File: config.mk
export PLATFORM = sky130hd
export DESIGN_NAME = sal_rd_resp_buf_flat
export DESIGN_NICKNAME = d
export VERILOG_FILES = /design/src/rtl/sal_rd_resp_buf_pkg.sv /design/src/rtl/sal_rd_resp_buf_if.sv /design/src/rtl/sal_sync_fifo.sv /design/src/rtl/sal_rd_resp_buf.sv /design/src/flat_wrapper.sv
export SDC_FILE = /design/constraint.sdc
export NUM_CORES = 2
export LEC_CHECK = 0
export BUFFER_PORTS_ARGS = -buffer_cell sky130_fd_sc_hd__buf_2
export CAP_MARGIN = 40
export CORE_UTILIZATION = 40
export DETAILED_ROUTE_END_ITERATION = 16
export MAX_ROUTING_LAYER = met4
export PLACE_DENSITY = 0.64
export SETUP_SLACK_MARGIN = 0.1
export SKIP_LAST_GASP = 1
export SYNTH_ARGS = -nofsm -noshare
export SYNTH_HDL_FRONTEND = slang
export SYNTH_SLANG_ARGS = --single-unit
File: constraint.sdc
create_clock -name clk -period 4.7 [get_ports clk]
set_clock_uncertainty 0.05 [all_clocks]
set_input_delay 0.235 -clock clk [delete_from_list [all_inputs] [get_ports clk]]
set_output_delay 0.235 -clock clk [all_outputs]
set_load 0.01 [all_outputs]
File: src/rtl/sal_rd_resp_buf_pkg.sv
// Shared DDR2 read-path constants and the read tag bundle.
package sal_rd_resp_buf_pkg;

  localparam int AXI_ID_W   = 4;
  localparam int AXI_DATA_W = 64;

  localparam logic [1:0] RRESP_OKAY = 2'b00;

  typedef struct packed {
    logic [AXI_ID_W-1:0] id;
    logic [3:0]          len;
  } rd_tag_t;

  localparam int TAG_W = $bits(rd_tag_t);

endpackage

File: src/rtl/sal_rd_resp_buf_if.sv
// Read command, DFI read data and AXI R channel bundle.
interface sal_rd_resp_buf_if #(
  parameter int ID_W   = sal_rd_resp_buf_pkg::AXI_ID_W,
  parameter int DATA_W = sal_rd_resp_buf_pkg::AXI_DATA_W
) ();

  logic              rd_cmd_valid_i;
  logic              rd_cmd_ready_o;
  logic [ID_W-1:0]   rd_cmd_id_i;
  logic [3:0]        rd_cmd_len_i;
  logic              dfi_rddata_valid_i;
  logic [DATA_W-1:0] dfi_rddata_i;
  logic              axi_rvalid_o;
  logic              axi_rready_i;
  logic [ID_W-1:0]   axi_rid_o;
  logic [DATA_W-1:0] axi_rdata_o;
  logic [1:0]        axi_rresp_o;
  logic              axi_rlast_o;
  logic              err_o;

  modport slave (
    input  rd_cmd_valid_i,
    input  rd_cmd_id_i,
    input  rd_cmd_len_i,
    input  dfi_rddata_valid_i,
    input  dfi_rddata_i,
    input  axi_rready_i,
    output rd_cmd_ready_o,
    output axi_rvalid_o,
    output axi_rid_o,
    output axi_rdata_o,
    output axi_rresp_o,
    output axi_rlast_o,
    output err_o
  );

  modport master (
    output rd_cmd_valid_i,
    output rd_cmd_id_i,
    output rd_cmd_len_i,
    output dfi_rddata_valid_i,
    output dfi_rddata_i,
    output axi_rready_i,
    input  rd_cmd_ready_o,
    input  axi_rvalid_o,
    input  axi_rid_o,
    input  axi_rdata_o,
    input  axi_rresp_o,
    input  axi_rlast_o,
    input  err_o
  );

endinterface

File: src/rtl/sal_sync_fifo.sv
// Generic single-clock FIFO; push ignored when full, pop ignored when empty.
module sal_sync_fifo #(
  parameter int WIDTH = 8,
  parameter int DEPTH = 8
) (
  input  logic                   clk,
  input  logic                   rst,
  input  logic                   push,
  input  logic [WIDTH-1:0]       din,
  input  logic                   pop,
  output logic [WIDTH-1:0]       dout,
  output logic                   full,
  output logic                   empty,
  output logic [$clog2(DEPTH):0] count
);

  localparam int AW = $clog2(DEPTH);

  logic [WIDTH-1:0] mem [DEPTH];
  logic [AW:0]      wptr;
  logic [AW:0]      rptr;
  logic             wr_en;
  logic             rd_en;

  // full/empty come from the registered pointers, so a pop never
  // frees space for a push in the same cycle
  assign full  = (wptr[AW] != rptr[AW]) &&
                 (wptr[AW-1:0] == rptr[AW-1:0]);
  assign empty = (wptr == rptr);
  assign count = wptr - rptr;
  assign wr_en = push && !full;
  assign rd_en = pop && !empty;
  assign dout  = mem[rptr[AW-1:0]];

  always_ff @(posedge clk) begin
    if (wr_en) begin
      mem[wptr[AW-1:0]] <= din;
    end
  end

  always_ff @(posedge clk or posedge rst) begin
    if (rst) begin
      wptr <= '0;
      rptr <= '0;
    end else begin
      if (wr_en) begin
        wptr <= wptr + 1'b1;
      end
      if (rd_en) begin
        rptr <= rptr + 1'b1;
      end
    end
  end

endmodule

File: src/rtl/sal_rd_resp_buf.sv
// DFI read-return buffer: tags DFI beats with logged AXI ID/len, drives R.
module sal_rd_resp_buf
  import sal_rd_resp_buf_pkg::*;
#(
  parameter int ID_W       = AXI_ID_W,
  parameter int DATA_W     = AXI_DATA_W,
  parameter int CMD_DEPTH  = 8,
  parameter int DATA_DEPTH = 32
) (
  input logic              clk,
  input logic              rst,
  sal_rd_resp_buf_if.slave bus
);

  localparam int RW = $clog2(DATA_DEPTH) + 1;
  localparam int TW = $clog2(CMD_DEPTH) + 1;
  localparam logic [RW-1:0] DEPTH_V = RW'(DATA_DEPTH);

  rd_tag_t           tag_in;
  rd_tag_t           tag_head;
  logic              tag_full;
  logic              tag_empty;
  logic [TW-1:0]     tag_count;
  logic              data_full;
  logic              data_empty;
  logic [RW-1:0]     data_count;
  logic [DATA_W-1:0] data_head;
  logic [RW-1:0]     reserved;
  logic [RW-1:0]     need;
  logic [RW-1:0]     free;
  logic [3:0]        beat_cnt;
  logic              cmd_ready;
  logic              cmd_acc;
  logic              rvalid;
  logic              rlast;
  logic              r_hs;
  logic              r_last_hs;
  logic              err;
  logic              unused_cnt;

  assign tag_in.id  = bus.rd_cmd_id_i;
  assign tag_in.len = bus.rd_cmd_len_i;

  // slots are reserved at issue so DFI data, which cannot stall, always fits
  assign need      = RW'(bus.rd_cmd_len_i) + RW'(1);
  assign free      = DEPTH_V - reserved;
  assign cmd_ready = !tag_full && (free >= need);
  assign cmd_acc   = bus.rd_cmd_valid_i && cmd_ready;

  assign rvalid    = !data_empty && !tag_empty;
  assign rlast     = rvalid && (beat_cnt == tag_head.len);
  assign r_hs      = rvalid && bus.axi_rready_i;
  assign r_last_hs = r_hs && rlast;

  assign unused_cnt = ^{tag_count, data_count};

  sal_sync_fifo #(
    .WIDTH (TAG_W),
    .DEPTH (CMD_DEPTH)
  ) u_tag_fifo (
    .clk   (clk),
    .rst   (rst),
    .push  (cmd_acc),
    .din   (tag_in),
    .pop   (r_last_hs),
    .dout  (tag_head),
    .full  (tag_full),
    .empty (tag_empty),
    .count (tag_count)
  );

  sal_sync_fifo #(
    .WIDTH (DATA_W),
    .DEPTH (DATA_DEPTH)
  ) u_data_fifo (
    .clk   (clk),
    .rst   (rst),
    .push  (bus.dfi_rddata_valid_i),
    .din   (bus.dfi_rddata_i),
    .pop   (r_hs),
    .dout  (data_head),
    .full  (data_full),
    .empty (data_empty),
    .count (data_count)
  );

  always_ff @(posedge clk or posedge rst) begin
    if (rst) begin
      reserved <= '0;
    end else begin
      reserved <= reserved
                + (cmd_acc ? need : '0)
                - (r_hs ? RW'(1) : '0);
    end
  end

  always_ff @(posedge clk or posedge rst) begin
    if (rst) begin
      beat_cnt <= '0;
    end else if (r_hs) begin
      beat_cnt <= rlast ? '0 : beat_cnt + 4'd1;
    end
  end

  // overflow drops the beat; orphan data is kept but flagged
  always_ff @(posedge clk or posedge rst) begin
    if (rst) begin
      err <= 1'b0;
    end else if (bus.dfi_rddata_valid_i &&
                 (data_full || tag_empty)) begin
      err <= 1'b1;
    end
  end

  assign bus.rd_cmd_ready_o = cmd_ready;
  assign bus.axi_rvalid_o   = rvalid;
  assign bus.axi_rid_o      = tag_head.id;
  assign bus.axi_rdata_o    = data_head;
  assign bus.axi_rresp_o    = RRESP_OKAY;
  assign bus.axi_rlast_o    = rlast;
  assign bus.err_o          = err;

endmodule

File: src/flat_wrapper.sv
// flat-port wrapper written by rule: the top's interface ports become plain ports
module sal_rd_resp_buf_flat import sal_rd_resp_buf_pkg::*;
#(
  parameter int ID_W       = AXI_ID_W,
  parameter int DATA_W     = AXI_DATA_W,
  parameter int CMD_DEPTH  = 8,
  parameter int DATA_DEPTH = 32
)
  (clk, rst, bus_rd_cmd_valid_i, bus_rd_cmd_id_i, bus_rd_cmd_len_i, bus_dfi_rddata_valid_i, bus_dfi_rddata_i, bus_axi_rready_i, bus_rd_cmd_ready_o, bus_axi_rvalid_o, bus_axi_rid_o, bus_axi_rdata_o, bus_axi_rresp_o, bus_axi_rlast_o, bus_err_o);
  sal_rd_resp_buf_if #(.ID_W(ID_W), .DATA_W(DATA_W)) bus_i ();
  input logic clk;
  input logic rst;
  input wire logic [$bits(bus_i.rd_cmd_valid_i)-1:0] bus_rd_cmd_valid_i;
  input wire logic [$bits(bus_i.rd_cmd_id_i)-1:0] bus_rd_cmd_id_i;
  input wire logic [$bits(bus_i.rd_cmd_len_i)-1:0] bus_rd_cmd_len_i;
  input wire logic [$bits(bus_i.dfi_rddata_valid_i)-1:0] bus_dfi_rddata_valid_i;
  input wire logic [$bits(bus_i.dfi_rddata_i)-1:0] bus_dfi_rddata_i;
  input wire logic [$bits(bus_i.axi_rready_i)-1:0] bus_axi_rready_i;
  output wire logic [$bits(bus_i.rd_cmd_ready_o)-1:0] bus_rd_cmd_ready_o;
  output wire logic [$bits(bus_i.axi_rvalid_o)-1:0] bus_axi_rvalid_o;
  output wire logic [$bits(bus_i.axi_rid_o)-1:0] bus_axi_rid_o;
  output wire logic [$bits(bus_i.axi_rdata_o)-1:0] bus_axi_rdata_o;
  output wire logic [$bits(bus_i.axi_rresp_o)-1:0] bus_axi_rresp_o;
  output wire logic [$bits(bus_i.axi_rlast_o)-1:0] bus_axi_rlast_o;
  output wire logic [$bits(bus_i.err_o)-1:0] bus_err_o;
  assign bus_i.rd_cmd_valid_i = bus_rd_cmd_valid_i;
  assign bus_i.rd_cmd_id_i = bus_rd_cmd_id_i;
  assign bus_i.rd_cmd_len_i = bus_rd_cmd_len_i;
  assign bus_i.dfi_rddata_valid_i = bus_dfi_rddata_valid_i;
  assign bus_i.dfi_rddata_i = bus_dfi_rddata_i;
  assign bus_i.axi_rready_i = bus_axi_rready_i;
  assign bus_rd_cmd_ready_o = bus_i.rd_cmd_ready_o;
  assign bus_axi_rvalid_o = bus_i.axi_rvalid_o;
  assign bus_axi_rid_o = bus_i.axi_rid_o;
  assign bus_axi_rdata_o = bus_i.axi_rdata_o;
  assign bus_axi_rresp_o = bus_i.axi_rresp_o;
  assign bus_axi_rlast_o = bus_i.axi_rlast_o;
  assign bus_err_o = bus_i.err_o;
  sal_rd_resp_buf #(.ID_W(ID_W), .DATA_W(DATA_W), .CMD_DEPTH(CMD_DEPTH), .DATA_DEPTH(DATA_DEPTH)) u_core (.clk(clk), .rst(rst), .bus(bus_i));
endmodule
* Yosys cells after proc, flatten, opt, wreduce, memory -nomap -nowiden
Memory sizes are Yosys's and may differ from the RTL's.
Index checks and enable logic that the tools add are counted.
Widths: inputs -> output; s select.
** Cells by class
- Add/sub/neg operators :: 9
- Magnitude comparators :: 1
- Equal/unequal tests :: 7
- Mux-type cells :: 7
- Reduce and logical (&&, ||, !) cells :: 18
** Operator list (count)
- $logic_and 1x1->1 :: 13
- $add 4x1->4 const B :: 3
- $add 6x1->6 const B :: 2
- $eq 4x4->1 :: 2
- $add 6x6->6 :: 1
- $eq 6x6->1 :: 1
- $ge 6x6->1 :: 1
- $mux 6 :: 1
- $sub 6x6->6 :: 1
- $sub 6x6->6 const A :: 1
- $add 4x1->5 const B :: 1
- $eq 5x5->1 :: 1
- $mux 1 :: 5
- $logic_not 1->1 :: 4
- $mux 4 :: 1
- $eq 3x3->1 :: 1
- $ne 1x1->1 :: 2
- $logic_or 1x1->1 :: 1
** Storage, ports and cells
- Register bits :: 31
- Bits in writable memories :: 2112
- Bits of input ports :: 77
- Output and inout bits :: 74
- Logic and storage cells :: 51
- Memories :: 2
** Memory list
- u_core.u_data_fifo.mem :: depth 32, bits a word 64, rd ports 1, clocked after Yosys merged registers in 0, wr ports 1, RTL line sal_sync_fifo.sv:19 : logic [WIDTH-1:0] mem [DEPTH];
- u_core.u_tag_fifo.mem :: depth 8, bits a word 8, rd ports 1, clocked after Yosys merged registers in 0, wr ports 1, RTL line sal_sync_fifo.sv:19

* Logic depth before layout (Yosys ltp)
- Depth after elaboration :: 8
- Gate-level depth with buffers :: 19
- Depth with buffers taken out :: 18

* Cells and area by module
Synthesis repeated with hierarchy kept, for this count alone.
** Second synthesis, totals
- Cell total of the unflattened synthesis :: 3893
- Area total of the unflattened synthesis :: 82581.7 µm²
** By module, submodules not included
- sal_sync_fifo at u_core.u_data_fifo :: times used 1, cells an instance 3605, area each 78546.6 µm², seq. area each 61799.3 µm²
- sal_sync_fifo at u_core.u_tag_fifo :: times used 1, cells an instance 168, area each 2994.1 µm², seq. area each 2122.0 µm²
- sal_rd_resp_buf :: times used 1, cells an instance 120, area each 1041.0 µm², seq. area each 275.3 µm²

* Worst setup path before layout
No wires, ideal clock.
- Path type :: register -> register
- Start :: register u_core.u_data_fifo.rptr[0]
- End :: memory u_core.u_data_fifo.mem[23][0] (netlist bit) (enable)
- Library setup time :: 0.487 ns
- Data arrival time :: 4.051 ns
- Data required time :: 4.163 ns
- Setup slack :: 0.112 ns
- Stages on the path, launching flop included :: 7
- Path buffers :: 1
- Period minus slack after synthesis :: 4.588 ns
- Cell sequence :: dfrtp_1 buf_4 xor2_1 nor2_1 a31oi_2 nand2_1 nor2_1
** Between the ends
- Word-level cells in the longest chain between the ends :: 6
** Ends and longest elaborated chain
- start, declared :: RTL line sal_sync_fifo.sv:21 : logic [AW:0] rptr;
- start signal, assigned :: RTL line sal_sync_fifo.sv:50 : rptr <= rptr + 1'b1;
- $eq 5x5->1 :: RTL line sal_sync_fifo.sv:28 : (wptr[AW-1:0] == rptr[AW-1:0]);
- $logic_and 1x1->1 :: RTL line sal_sync_fifo.sv:27 : assign full = (wptr[AW] != rptr[AW]) &&
- $logic_not 1->1 :: RTL line sal_sync_fifo.sv:31 : assign wr_en = push && !full;
- $logic_and 1x1->1 :: RTL line sal_sync_fifo.sv:31
- $mux 1 :: RTL line sal_sync_fifo.sv:36 : if (wr_en) begin
- $mux 1 (implied by the code) :: RTL line sal_sync_fifo.sv:37 : mem[wptr[AW-1:0]] <= din;
- end, declared :: RTL line sal_sync_fifo.sv:19
No other way between the ends.

* Worst setup path after layout
- Start :: register u_core.u_data_fifo.rptr[1]
- End :: output port bus_axi_rdata_o[47]
** Between the ends
- Word-level cells in the longest chain between the ends :: 1
** Ends and longest elaborated chain
- $mem_v2 32x64
- end, declared :: RTL line flat_wrapper.sv:22 : output wire logic [$bits(bus_i.axi_rdata_o)-1:0] bus_axi_rdata_o;
No other way between the ends.

==> parameters.txt <==
Parameter                              Value

Outcome
  Run status ... finished, final reports clean

Synth
  Post-synthesis average cell area ... 20.6 um2
  Sequential fraction of the synthesis area ... 77.7%
  Seq cells post-synth ... 2143
  Distinct cell type count after synthesis ... 46
  Number of standard cells after synthesis ... 4002
  Number of enable flip-flop cells after synthesis ... 2112
  YS warnings ... 0
  Share of flip-flops with an asynchronous set or reset ... 1.45%
  Most frequently used flop master after synthesis ... sky130_fd_sc_hd__edfxtp_1
  Syn Std Cell Area ... 82600 um2

Timing
  Max Clk Rate ... 229 MHz
  Relative slew margins ... 38.8%
  Sum of negative setup slack ... 0 ns
  Final slew viol count ... 0
  Number of setup violations in the final report ... 0
  Period minus WS final ... 4.36 ns
  RSZ-0062 raised after global routing ... false
  Final hold violations ... 0
  Worst-Margin Slew ... 0.918 ns
  Worst-case setup margin in the final layout ... 0.342 ns
  Part of the cycle the worst path needs ... ~93%

Detailed routing
  Routed length per instance ... 28.8 um
  Per-cell via count in the routed design ... 5.79
  Total iterations of the first detailed-routing run ... 6
  First DRT Iteration DRCs ... 4521
  Post-route antenna net violation count ... 0
  Via count ... 41.7k
  DRC violations left ... 0
  DRT Wirelength ... 207000 um

Final layout
  Summed area of non-filler cells in the final layout ... ~95000 um2
  Multi-input gate area in the final layout ... between 15000 and 20000 um2
  Total number of nets in the final design ... 4440
  Area Overhead vs Synth ... 14.7%
  Number of fill cells in the layout ... 16.8k
  Fraction of layout instances using a drive strength above 1 ... 21.4%
  Layout Utilization ... around 46%
  Top library cells by usage in the layout, fill and taps aside ... sky130_fd_sc_hd__edfxtp_1, sky130_fd_sc_hd__mux2i_1, sky130_fd_sc_hd__mux4_2
  Area occupied by registers ... around 64000 um2
  Most common cell after layout, fill and taps aside ... sky130_fd_sc_hd__edfxtp_1

Floorplan
  Horiz. Die Dim ... between 400 and 500 um
  Initial standard-cell utilization of the core ... 40.3%
  Area of the die ... 208000 um2
  DIE HEIGHT ... 456 um
  Number of placement rows ... 166
  Core Area ... 205000 um2
  Number of primary I/O pins ... 151

Place
  Instance area at placement ... about 87000 um2
  Post-placement worst setup slack ... a little under 0.9 ns
  GP Congestion ... 0.754
  Quantity of I/O buffers inserted on ports ... 148
  Estimated wirelength of the detail-placed design ... 105000 um

Pwr
  Static leakage ... slightly above 0.03 uW
  Fraction of power consumed by the clock network ... 28.2%
  Overall power of the completed layout ... approximately 56000 uW
  Proportion of total power due to net switching ... roughly 32%
  Sequential cell fraction of total power ... 40.8%
  Power density over the cells ... 593 nW/um2
  Share of total power in combinational logic ... 31.0%
  Power dissipated by switching net loads ... 18100 uW
  Int Pwr ... between 30000 and 40000 uW
  Peak ir drop on the vdd network ... 0.000556 V

Min path
  Min-Delay Path Depth ... 2
  Class of the tightest hold or removal check ... in2reg
  HP Start ... bus_rd_cmd_id_i[2]
  Hold worst-path end ... u_core.u_tag_fifo.mem[4][6]$_DFFE_PP_

Global route
  Pin count of the biggest net entering global routing ... 129
  Number of antenna violations at the first check in global routing ... 11
  Via count of the first global-routing pass ... 42.1k
  Total Routing Usage GR ... 20.3%
  Remaining global-route overflow ... 0
  Global-route wire length before repair ... around 300000 um

Critical path
  Required time at the endpoint of the critical path ... 4.41 ns
  Minimum setup slack among reg-to-reg paths ... 0.92 ns
  Setup crit end kind ... primary output
  R2r endpoint ... u_core.reserved[4]$_DFF_PP0_
  Reg2Reg Depth ... 18
  Origin of the critical flop-to-flop path ... u_core.reserved[0]$_DFF_PP0_
  Crit path launch type ... flop
  Critical Path AT ... 4.07 ns
  Max FO, Critical Path ... between 60 and 70
  Worst setup path category ... reg2out

Clock tree
  Clk Latency, worst-skew pair ... ~0.87 ns
  Cts bufs inserted ... 204
  CTS sink cnt ... 2143
  Count of buffers added by post-CTS timing repair for setup ... 0
  CTS clk-pin slew, worst paths ... 0.06 ns
  Deepest level of the CTS H-tree ... 4
  TritonCTS clock tree ... built
  Clock buffer depth ... 3
  CTS Root Cell ... sky130_fd_sc_hd__clkbuf_16

Job
  Number of maximum-capacitance constraint violations ... 0
==> synth_stat cells, types with 3 or more instances <==
cell type	instances	share of area (%)
sky130_fd_sc_hd__edfxtp_1	2112	77
sky130_fd_sc_hd__mux2i_1	370	4.5
sky130_fd_sc_hd__mux4_2	353	9.6
sky130_fd_sc_hd__o221ai_1	237	2.5
sky130_fd_sc_hd__nand2_1	203	0.92
sky130_fd_sc_hd__o21ai_0	129	0.78
sky130_fd_sc_hd__clkbuf_1	112	0.51
sky130_fd_sc_hd__buf_2	70	0.42
sky130_fd_sc_hd__a21oi_1	66	0.40
sky130_fd_sc_hd__o22ai_1	62	0.47
sky130_fd_sc_hd__nor2_1	38	0.17
sky130_fd_sc_hd__dfrtp_1	31	0.94
sky130_fd_sc_hd__buf_1	30	0.14
sky130_fd_sc_hd__ha_1	25	0.38
sky130_fd_sc_hd__xor2_1	25	0.27
sky130_fd_sc_hd__inv_1	24	0.11
sky130_fd_sc_hd__buf_4	20	0.18
sky130_fd_sc_hd__xnor2_1	17	0.18
sky130_fd_sc_hd__mux2_2	9	0.12
sky130_fd_sc_hd__nand3_1	9	0.055
sky130_fd_sc_hd__a21o_1	7	0.064
sky130_fd_sc_hd__nand2b_1	5	0.038
sky130_fd_sc_hd__nand4_1	5	0.038
sky130_fd_sc_hd__nor3_1	5	0.030
sky130_fd_sc_hd__and3_1	4	0.030
sky130_fd_sc_hd__and2_1	3	0.023
sky130_fd_sc_hd__and4b_1	3	0.036
sky130_fd_sc_hd__inv_2	3	0.014
sky130_fd_sc_hd__or2_2	3	0.023
==> worst max-delay path by stage <==
stage | slack (ns) | depth (start not counted) | endpoint | from
final | 0.34 | 8 | bus_axi_rdata_o[47] | u_core.u_data_fifo.rptr[1]$_DFFE_PP0P_
after global routing | 0.09 | 9 | bus_axi_rdata_o[21] | u_core.u_data_fifo.rptr[0]$_DFFE_PP0P_
after CTS | 0.12 | 9 | bus_axi_rdata_o[7] | u_core.u_data_fifo.rptr[0]$_DFFE_PP0P_
after detailed placement | 0.88 | 19 | u_core.reserved[4]$_DFF_PP0_ | bus_rd_cmd_len_i[0]
after global placement | 0.86 | 19 | u_core.reserved[4]$_DFF_PP0_ | bus_rd_cmd_len_i[0]
after floorplan | 0.11 | 6 | u_core.u_data_fifo.mem[23][0]$_DFFE_PP_ | u_core.u_data_fifo.rptr[0]$_DFFE_PP0P_
==> per-stage QoR <==
| stage | hold slack [ns] | cells |
|---|---|---|
| global placement | 0.328 | 6739 |
| finish | 0.164 | 7199 |
| CTS | 0.0825 | 7194 |
| detailed placement | 0.322 | 6742 |
| global route | 0.142 | 7198 |
| floorplan | 0.284 | 4003 |
==> timing repair <==
item,4_1_cts,5_1_grt
setup endpoints to repair,0,1
hold endpoints to repair,2164,0
hold buffers,77,0
resized for setup,0,1
==> worst max-delay path, stage by stage (launching register included) <==
cell                      delay [ns]
sky130_fd_sc_hd__dfrtp_4        0.64
sky130_fd_sc_hd__buf_12         0.44
sky130_fd_sc_hd__buf_4          0.70
sky130_fd_sc_hd__mux4_2         0.42
sky130_fd_sc_hd__o22ai_1        0.19
sky130_fd_sc_hd__a21oi_1        0.07
sky130_fd_sc_hd__nand2_1        0.11
sky130_fd_sc_hd__o21ai_0        0.32
sky130_fd_sc_hd__buf_2          0.29
==> routing by layer <==
| layer | global-route usage [%] | vias up | routed length (um) |
|---|---|---|---|
| met5 | - | - | 0 |
| met4 | 4.83 | 0 | 4020 |
| met3 | 2.73 | 259 | 13400 |
| met2 | 33.4 | 1651 | 104000 |
| met1 | 26.9 | 22300 | 85600 |
| li1 | - | 17400 | - |
==> state kept, by name, summed over array words and instances, names as in the netlist <==
name,flops
u_core.u_data_fifo.mem,2048
u_core.u_tag_fifo.mem,64
u_core.reserved,6
u_core.u_data_fifo.rptr,6
u_core.u_data_fifo.wptr,6
u_core.beat_cnt,4
u_core.u_tag_fifo.rptr,4
u_core.u_tag_fifo.wptr,4
u_core.bus.err_o,1
==> power by group through the flow <==
| stage | clock [uW] | sequential [uW] | combinational (uW) |
|---|---|---|---|
| 2_1_floorplan | 0 | 23100 | 11400 |
| 3_3_place_gp | 0 | 23200 | 17400 |
| 3_5_place_dp | 0 | 23300 | 17500 |
| 4_1_cts | 16100 | 22900 | 17700 |
| 5_1_grt | 16800 | 23000 | 18600 |
| 6_report | 15800 | 22900 | 17400 |
==> logic make-up (layout without fill, tap and decap cells) <==
| family | Yosys count | in the layout | synth area share (%) |
|---|---|---|---|
| other | 1 | 7 | 0.00454 |
| and+or+nand+nor | 289 | 289 | 1.48 |
| DFF | 2143 | 2143 | 77.7 |
| buffers and inverters | 261 | 764 | 1.40 |
| adders and majority gates | 26 | 26 | 0.403 |
| muxes | 733 | 733 | 14.2 |
| AOI/OAI and AO/OA | 507 | 507 | 4.29 |
| xor gates and xnor gates | 42 | 42 | 0.445 |
==> area by class of cell <==
cell class | count | share of cell area (%)
antenna | 5 | 0.0132
clock buffer | 258 | 5.63
clock inverter | 117 | 1.18
inverter | 27 | 0.110
multi-input combinational | 1599 | 18.5
sequential | 2143 | 67.8
tap | 2688 | 3.55
timing repair buffer | 362 | 3.23
Note: power is estimated with default switching activity, not from simulation.
